[src/rtl/adc_rx_pkg.sv]
// Shared types and frame geometry for the multi-channel ADC serial receiver.
package adc_rx_pkg;

  typedef enum logic [1:0] {
    IDLE  = 2'd0,
    CONV  = 2'd1,
    QUIET = 2'd2
  } state_t;

  // Total SCLK periods per frame: leading zeros followed by data bits.
  function automatic int frame_w(input int zero_w, input int data_w);
    return zero_w + data_w;
  endfunction

endpackage

[src/rtl/adc_sclk_en.sv]
// SCLK generator: free-running divider producing a clock-enable style toggle.
// SCLK is an ordinary register output; nothing downstream is clocked by it.
// 'rise' is high for the single clk cycle in which SCLK has just gone high.
module adc_sclk_en #(
  parameter int CLK_DIV = 4
) (
  input  logic clk,
  input  logic rst,
  input  logic clr,
  output logic sclk,
  output logic rise
);

  localparam int CW = (CLK_DIV > 1) ? $clog2(CLK_DIV) : 1;

  logic [CW-1:0] cnt;
  logic          tick;

  assign tick = (cnt == CW'(CLK_DIV - 1));

  // Half-period counter; SCLK toggles on terminal count, clear parks it high.
  always_ff @(posedge clk) begin
    if (rst || clr) begin
      cnt  <= '0;
      sclk <= 1'b1;
      rise <= 1'b0;
    end else begin
      rise <= 1'b0;
      if (tick) begin
        cnt  <= '0;
        sclk <= ~sclk;
        rise <= ~sclk;
      end else begin
        cnt <= cnt + 1'b1;
      end
    end
  end

endmodule

[src/rtl/adc_serial_rx_multi.sv]
// Multi-channel serial ADC receiver: drives CS/SCLK, shifts N_CH data lines
// in parallel, and publishes each completed frame with a one-cycle rx_listo.
// Optional leading-zero check enabled by defining ADC_RX_ZERO_CHECK_EN.
//
// state | meaning
// IDLE  | CS high, waiting for inicio_rx
// CONV  | CS low, SCLK running, sampling dato on each SCLK rise
// QUIET | CS high for QUIET_CYC SCLK periods before next frame or IDLE
module adc_serial_rx_multi
  import adc_rx_pkg::*;
#(
  parameter int DATA_W    = 12,
  parameter int ZERO_W    = 4,
  parameter int N_CH      = 2,
  parameter int CLK_DIV   = 4,
  parameter int QUIET_CYC = 2
) (
  input  logic                     clk,
  input  logic                     rst,
  input  logic                     inicio_rx,
  input  logic                     modo_continuo,
  input  logic [N_CH-1:0]          dato,
  output logic                     CS,
  output logic                     SCLK,
  output logic                     rx_listo,
  output logic [N_CH*DATA_W-1:0]   paquete_bits,
  output logic [N_CH*ZERO_W-1:0]   bits_zero,
  output logic                     error_cero
);

  localparam int FRAME_W   = frame_w(ZERO_W, DATA_W);
  localparam int QUIET_LEN = QUIET_CYC * 2 * CLK_DIV;
  localparam int BW        = $clog2(FRAME_W);
  localparam int QW        = $clog2(QUIET_LEN);

  state_t               state_q, state_d;
  logic                 rise;
  logic [BW-1:0]        bit_cnt;
  logic [QW-1:0]        quiet_cnt;
  logic                 frame_done;
  logic                 quiet_done;
  logic [FRAME_W-1:0]   shreg [N_CH];
  logic [FRAME_W-1:0]   word  [N_CH];

  adc_sclk_en #(.CLK_DIV(CLK_DIV)) u_sclk_en (
    .clk  (clk),
    .rst  (rst),
    .clr  (state_q != CONV),
    .sclk (SCLK),
    .rise (rise)
  );

  assign CS         = (state_q != CONV);
  assign frame_done = (state_q == CONV) && rise && (bit_cnt == '0);
  assign quiet_done = (state_q == QUIET) && (quiet_cnt == '0);

  // Shift register contents including the bit being sampled this cycle.
  for (genvar g = 0; g < N_CH; g++) begin : g_word
    assign word[g] = {shreg[g][FRAME_W-2:0], dato[g]};
  end

  // State register.
  always_ff @(posedge clk) begin
    if (rst) state_q <= IDLE;
    else     state_q <= state_d;
  end

  // Next-state logic; inicio_rx only matters in IDLE, modo_continuo only at end of QUIET.
  always_comb begin
    state_d = state_q;
    case (state_q)
      IDLE:    if (inicio_rx)  state_d = CONV;
      CONV:    if (frame_done) state_d = QUIET;
      QUIET:   if (quiet_done) state_d = modo_continuo ? CONV : IDLE;
      default: state_d = IDLE;
    endcase
  end

  // Bit/quiet down-counters, sampling shift registers and frame publication.
  always_ff @(posedge clk) begin
    if (rst) begin
      bit_cnt      <= BW'(FRAME_W - 1);
      quiet_cnt    <= QW'(QUIET_LEN - 1);
      rx_listo     <= 1'b0;
      paquete_bits <= '0;
      bits_zero    <= '0;
      for (int i = 0; i < N_CH; i++) shreg[i] <= '0;
    end else begin
      rx_listo <= frame_done;

      if (state_q != CONV)  bit_cnt <= BW'(FRAME_W - 1);
      else if (rise)        bit_cnt <= bit_cnt - 1'b1;

      if (state_q != QUIET) quiet_cnt <= QW'(QUIET_LEN - 1);
      else                  quiet_cnt <= quiet_cnt - 1'b1;

      if ((state_q == CONV) && rise) begin
        for (int i = 0; i < N_CH; i++) shreg[i] <= word[i];
      end

      if (frame_done) begin
        for (int i = 0; i < N_CH; i++) begin
          paquete_bits[i*DATA_W +: DATA_W] <= word[i][DATA_W-1:0];
          bits_zero[i*ZERO_W +: ZERO_W]    <= word[i][FRAME_W-1 -: ZERO_W];
        end
      end
    end
  end

`ifdef ADC_RX_ZERO_CHECK_EN
  logic any_zero;

  // Any channel whose leading bits of the completing frame are not all zero.
  always_comb begin
    any_zero = 1'b0;
    for (int i = 0; i < N_CH; i++) begin
      any_zero = any_zero | (|word[i][FRAME_W-1 -: ZERO_W]);
    end
  end

  // Zero-check flag, refreshed together with the frame outputs.
  always_ff @(posedge clk) begin
    if (rst)             error_cero <= 1'b0;
    else if (frame_done) error_cero <= any_zero;
  end
`else
  assign error_cero = 1'b0;
`endif

endmodule

[config.mk]
export PLATFORM = sky130hd
export DESIGN_NAME = adc_serial_rx_multi
export DESIGN_NICKNAME = d
export VERILOG_FILES = /design/src/rtl/adc_rx_pkg.sv /design/src/rtl/adc_sclk_en.sv /design/src/rtl/adc_serial_rx_multi.sv
export SDC_FILE = /design/constraint.sdc
export NUM_CORES = 1
export LEC_CHECK = 0
export BUFFER_PORTS_ARGS = -buffer_cell sky130_fd_sc_hd__buf_2
export CAP_MARGIN = 10
export CORE_ASPECT_RATIO = 0.9
export CORE_MARGIN = 2
export CORE_UTILIZATION = 61
export DETAILED_ROUTE_END_ITERATION = 7
export HOLD_SLACK_MARGIN = 0.05
export MAX_ROUTING_LAYER = met4
export PLACE_DENSITY = 0.83
export SLEW_MARGIN = 10
export SYNTH_ARGS = -nofsm -noshare
export SYNTH_HDL_FRONTEND = slang
export SYNTH_HIERARCHICAL = 1
export SYNTH_SLANG_ARGS = --single-unit
export TNS_END_PERCENT = 50
[constraint.sdc]
create_clock -name clk -period 4.2 [get_ports clk]
set_clock_uncertainty 0.1 [all_clocks]
set_input_delay 0.42 -clock clk [delete_from_list [all_inputs] [get_ports clk]]
set_output_delay 0.42 -clock clk [all_outputs]
set_load 0.02 [all_outputs]
# After elaboration in Yosys (flattened, before gate mapping)
# Memories as Yosys holds them, arrays and structs flattened.
# Cells that the tools add are included.
[totals] output_inout_bits=36 ff_bits=47 n_memories=1 input_bits=6 ram_bits=32 elab_cells=49
[op_classes] addsub=3 eq_ne=8 n_bitwise=4 muxes=12 n_reduce_logical=12
[memory_table] memory="shreg" depth=2 word_bits=16 read_ports=2 rd_ports_with_merged_regs=0 wr=2 line_no="adc_serial_rx_multi.sv:42" rtl="logic [FRAME_W-1:0] shreg [N_CH];"
[op_table] cell="$mux 16" count=2
[op_table] cell="$logic_not 4->1" count=2
[op_table] cell="$ne 2x2->1 const B" count=4
[op_table] cell="$reduce_or 2->1" count=4
[op_table] cell="$sub 4x1->4 const B" count=2
[op_table] cell="$mux 1" count=6
[op_table] cell="$mux 2" count=3
[op_table] cell="$pmux 2 s3" count=1
[op_table] cell="$eq 2x2->1 const B" count=2
[op_table] cell="$logic_and 1x1->1" count=3
[op_table] cell="$reduce_and 3->1" count=1
[op_table] cell="$add 2x1->2 const B" count=1
[op_table] cell="$eq 2x1->1 const B" count=1
[op_table] cell="$logic_not 2->1" count=1
[op_table] cell="$ne 2x1->1 const B" count=1
[op_table] cell="$not 1->1" count=2
[op_table] cell="$or 1x1->1" count=2
[op_table] cell="$logic_or 1x1->1" count=1

# Longest topological paths before layout
[logic_depth] ltp_word=6 depth_mapped=7 depth_no_buf=5

# Cells and area by module
# The synthesis kept the hierarchy.
[modules_own_cells] module="adc_serial_rx_multi" instances=1 area_each_um2=3185.6 seq_area_each_um2=1761.7 cells_each=257
[modules_own_cells] module="adc_sclk_en" instances=1 area_each_um2=131.4 seq_area_each_um2=80.1 cells_each=10

# Worst setup path after synthesis
# OpenSTA, ideal clock, no wires.
[synth_path] path_kind="register to register" from="reg state_q[1]" to="mem shreg[0][0] (netlist name), enable pin" n_path_buf=0 arrival_ns=1.306 slack_ns=2.407 path_stages_with_launch=3 synth_period_minus_slack_ns=1.793 setup_ns=0.387 required_ns=3.713 cell_sequence="dfxtp_1 nand3b_2 or2b_1"
[synth_lines] item="start, declared" line_no="adc_serial_rx_multi.sv:36" rtl="state_t state_q, state_d;"
[synth_lines] item="start signal, assigned" line_no="adc_serial_rx_multi.sv:65" rtl="else state_q <= state_d;"
[synth_lines] item="end, declared" line_no="adc_serial_rx_multi.sv:42"

==> summary.md <==
| Metric | Value |
|---|---|
| Initial core utilization | 63.1% |
| Crit-path max FO | 74 |
| Area share of fa/ha/maj cells after synthesis | between 1.5 and 2% |
| First-pass GRT wire length | 8160 um |
| CTS resizes | 0 |
| Post-synthesis compound-gate area fraction | 0.943% |
| Core Box Area | 5260 um^2 |
| CTS H-Tree Depth | 3 |
| Share of cells above drive strength 1 | 29.5% |
| Total negative setup slack | 0 ns |
| Vias in the first global route | around 1,800 |
| Area of the mapped netlist | 3320 um^2 |
| CTS tree | done |
| Max-cap viol count | 0 |
| DR DRC count | 0 |
| Mux cell area share after synthesis | about a tenth |
| PwrDens | ~370 nW/um^2 |
| Count of cell types in the netlist | 34 |
| DR iter-0 viols | 74 |
| Per-cell routed wire length | approximately 13 um |
| Synth top area share | 28.4% |
| VDD IR-drop max | 0.000222 V |
| Area leader, netlist | dfxtp_1 |
| Synthesized Nets | 277 |
| Vias/cell | about 5 |
| Die W | 81.7 um |
| HPWL Detailed | roughly 3000 um |
| Core Util, Final | roughly 70% |
| # nets final | 313 |
| Met1 GRT Util | 21.8% |
| Least-Margin Pin Slew | 1.22 ns |
| Rel. slew slack | 18.8% |
| Logic pwr share | under 10% |
| Port-buffer cells | 40 |
| Post-place setup slack | 1.43 ns |
| Clock share of power | 38.4% |
| Reg2Reg Capture Point | paquete_bits[10]$_SDFFE_PP0P_ |
| Post-route ant nets | 0 |
| RD Place Congestion | 0.711 |
| Clock tree buffer depth | 2 |
| ANT cells | 0 |
| Worst R2R Path Depth | 5 |
| Post-CTS setup buffer count | 0 |
| Setup WS post-layout | 1.83 ns |
| Met3 GRT Util | 7.65% |
| Post-synthesis simple-gate area fraction | 26.3% |
| Syn Area/Cell | ~12 um^2 |
| CTS buffer count | 9 |
| Cell at the slowest stage of the critical path | or2b_1 |
| DR vias | 1,878 |
| Register bit total from synthesis | 77 |
| Worst Hold End | state_q[0]$_SDFFE_PP0P_ |
| Crit path DAT | 2.22 ns |
| Largest family of logic cells by synthesized area | simple AND/OR/NAND/NOR gates |
| Bufs and invs on worst path | 1 |
| Drt pass-1 iters | 4 |
| Sw power | roughly 0.28 mW |
| Flop2flop setup slack | a little under 2 ns |
| Crit path cell chain | buf_2 > or2b_1 |
| CP Class | in2reg |
| Post-Layout Cell Count | 375 |
| Clock root buffer | clkbuf_8 |
| Ports | 42 |
| Worst path max stage delay | 1.01 ns |
| Xor and xnor area share after synthesis | around 1.6% |
| Reg-to-Reg Start | bit_cnt[0]$_SDFFE_PP1P_ |
| CP required | 4.06 ns |
| Final min period | 2.37 ns |
| Final hold vios | 0 |
| EDFF count, synth | 30 |
| Post-synth top flop | dfxtp_1 |
| # fillers | 386 |
| Total gr overflow | 0 |
| Yosys warns | 6 |
| Max Slew Vio Count | 0 |
| Synth async-reset ratio | 0% |
| Final number of setup-violating endpoints | 0 |
| Startpoint Class | input pin |
| Hold Startpoint | modo_continuo |
| Cell row count | 25 |
| Most common cell after layout, fill and taps aside | dfxtp_1 |
| Pin count of the biggest net entering global routing | 75 |
| Leakage | 1.44 nW |
| Die Y | 74.0 um |
| Die area | 6040 um^2 |
| Worst-path clk slew | 0.08 ns |
| Final worst-path cycle share | 56.3% |
| Critical path capture point type | flop |
| Met2 usage | 30.0% |
| CP top delay family | simple AND/OR/NAND/NOR gates |
| Most frequent cells in the layout | dfxtp_1 (47), buf_2 (40), or2b_2 (33) |
| Post-Synthesis Cells | between 200 and 300 |
| Net Sw Frac | 20.5% |
| GRT Util Overall | 18.9% |
| Power Internal | 1.07 mW |
| RSZ-0062 raised after global routing | no |
| GR peak layer | met2 |
| Total wire length | between 4000 and 5000 um |
| Fmax | 423 MHz |
| Worst hold stages | 3 |
| HP Class | in2reg |
| Placed cells | between 300 and 400 |
| Syn-to-layout area delta | 10.4% |
| Synth area leaders | dfxtp_1 (28%), edfxtp_1 (27%), mux2i_1 (9.7%) |
| CTS Sinks | 77 |
| Status | finished clean |
| Hold-fix buffers at CTS | 0 |
| Post-synthesis sequential area ratio | 55.5% |
| Minimum hold slack | ~0.25 ns |
| Worst-Skew Late Latency | roughly 0.35 ns |
| Antenna violations before repair | 0 |
| Flop pwr share | 58.9% |
worst register-to-register path, stage by stage (launching register included):
cell and delay, ns:
dfxtp_1 0.33, inv_1 0.08, ha_1 0.14, nor3b_2 0.21
nor2b_4 1.00, mux2i_1 0.32
stage by stage:
stage	instance area, um^2	power (mW)
5_1_grt	3660	1.40
4_1_cts	3660	1.36
6_report	3660	1.34
3_5_place_dp	3480	0.844
2_1_floorplan	3320	0.835
3_3_place_gp	3480	0.843
worst max-delay path by stage:
stage / start / endpoint / depth (start not counted)
after global placement: rst / shreg[0][7]$_SDFFCE_PN0P_ / 2
after detailed placement: rst / shreg[0][18]$_SDFFCE_PN0P_ / 2
final: rst / shreg[0][4]$_SDFFCE_PN0P_ / 2
after floorplan: state_q[1]$_SDFFE_PP0P_ / shreg[0][0]$_SDFFCE_PN0P_ / 2
after CTS: rst / shreg[0][5]$_SDFFCE_PN0P_ / 2
after global routing: rst / shreg[0][4]$_SDFFCE_PN0P_ / 2
cells by family after synthesis:
| logic type | count (synthesis) |
|---|---|
| AOI/OAI and AO/OA | 4 |
| xor gates and xnor gates | 6 |
| adders and majority gates | 4 |
| buffers and inverters | 19 |
| DFF | 77 |
| muxes | 32 |
| other | 1 |
| and+or+nand+nor | 124 |
cell usage after synthesis, drive strengths merged (2+ instances only):
cell and number:
dfxtp 47, or2b 47, mux2i 32, and2 31, edfxtp 30, nand2b 20, nand2 10, clkbuf 9
buf 6, ha 4, inv 4, nor3b 4, xnor2 4, nor4b 3, nor2 2, xor2 2
power groups by stage:
| stage | Sequential [mW] | Combinational [mW] | Clock [mW] |
|---|---|---|---|
| 6_report | 0.791 | 0.0358 | 0.515 |
| 2_1_floorplan | 0.805 | 0.0294 | 0 |
| 5_1_grt | 0.792 | 0.0399 | 0.566 |
| 4_1_cts | 0.791 | 0.0365 | 0.532 |
| 3_3_place_gp | 0.808 | 0.0355 | 0 |
| 3_5_place_dp | 0.808 | 0.0365 | 0 |
routing by layer:
metal | up-vias | wire [um]
met2 | 31 | 2280
li1 | 954 | -
met5 | - | 0
met3 | 13 | 212
met1 | 880 | 2390
met4 | 0 | 72
cell type report:
type | instances | area, um^2 | area share (%)
clock buffer | 15 | 178 | 4.85
clock inverter | 1 | 3.75 | 0.103
inverter | 4 | 15.0 | 0.410
multi-input combinational | 171 | 1340 | 36.6
sequential | 77 | 1840 | 50.3
tap | 67 | 83.8 | 2.29
timing repair buffer | 40 | 200 | 5.47
state kept, by name (all words and copies together) (netlist names):
signal,flops
bit_cnt,4
bits_zero,8
paquete_bits,24
quiet_cnt,4
rx_listo,1
shreg,30
state_q,2
u_sclk_en/cnt,2
u_sclk_en/rise,1
u_sclk_en/sclk,1
(Power assumes the default switching activity.)
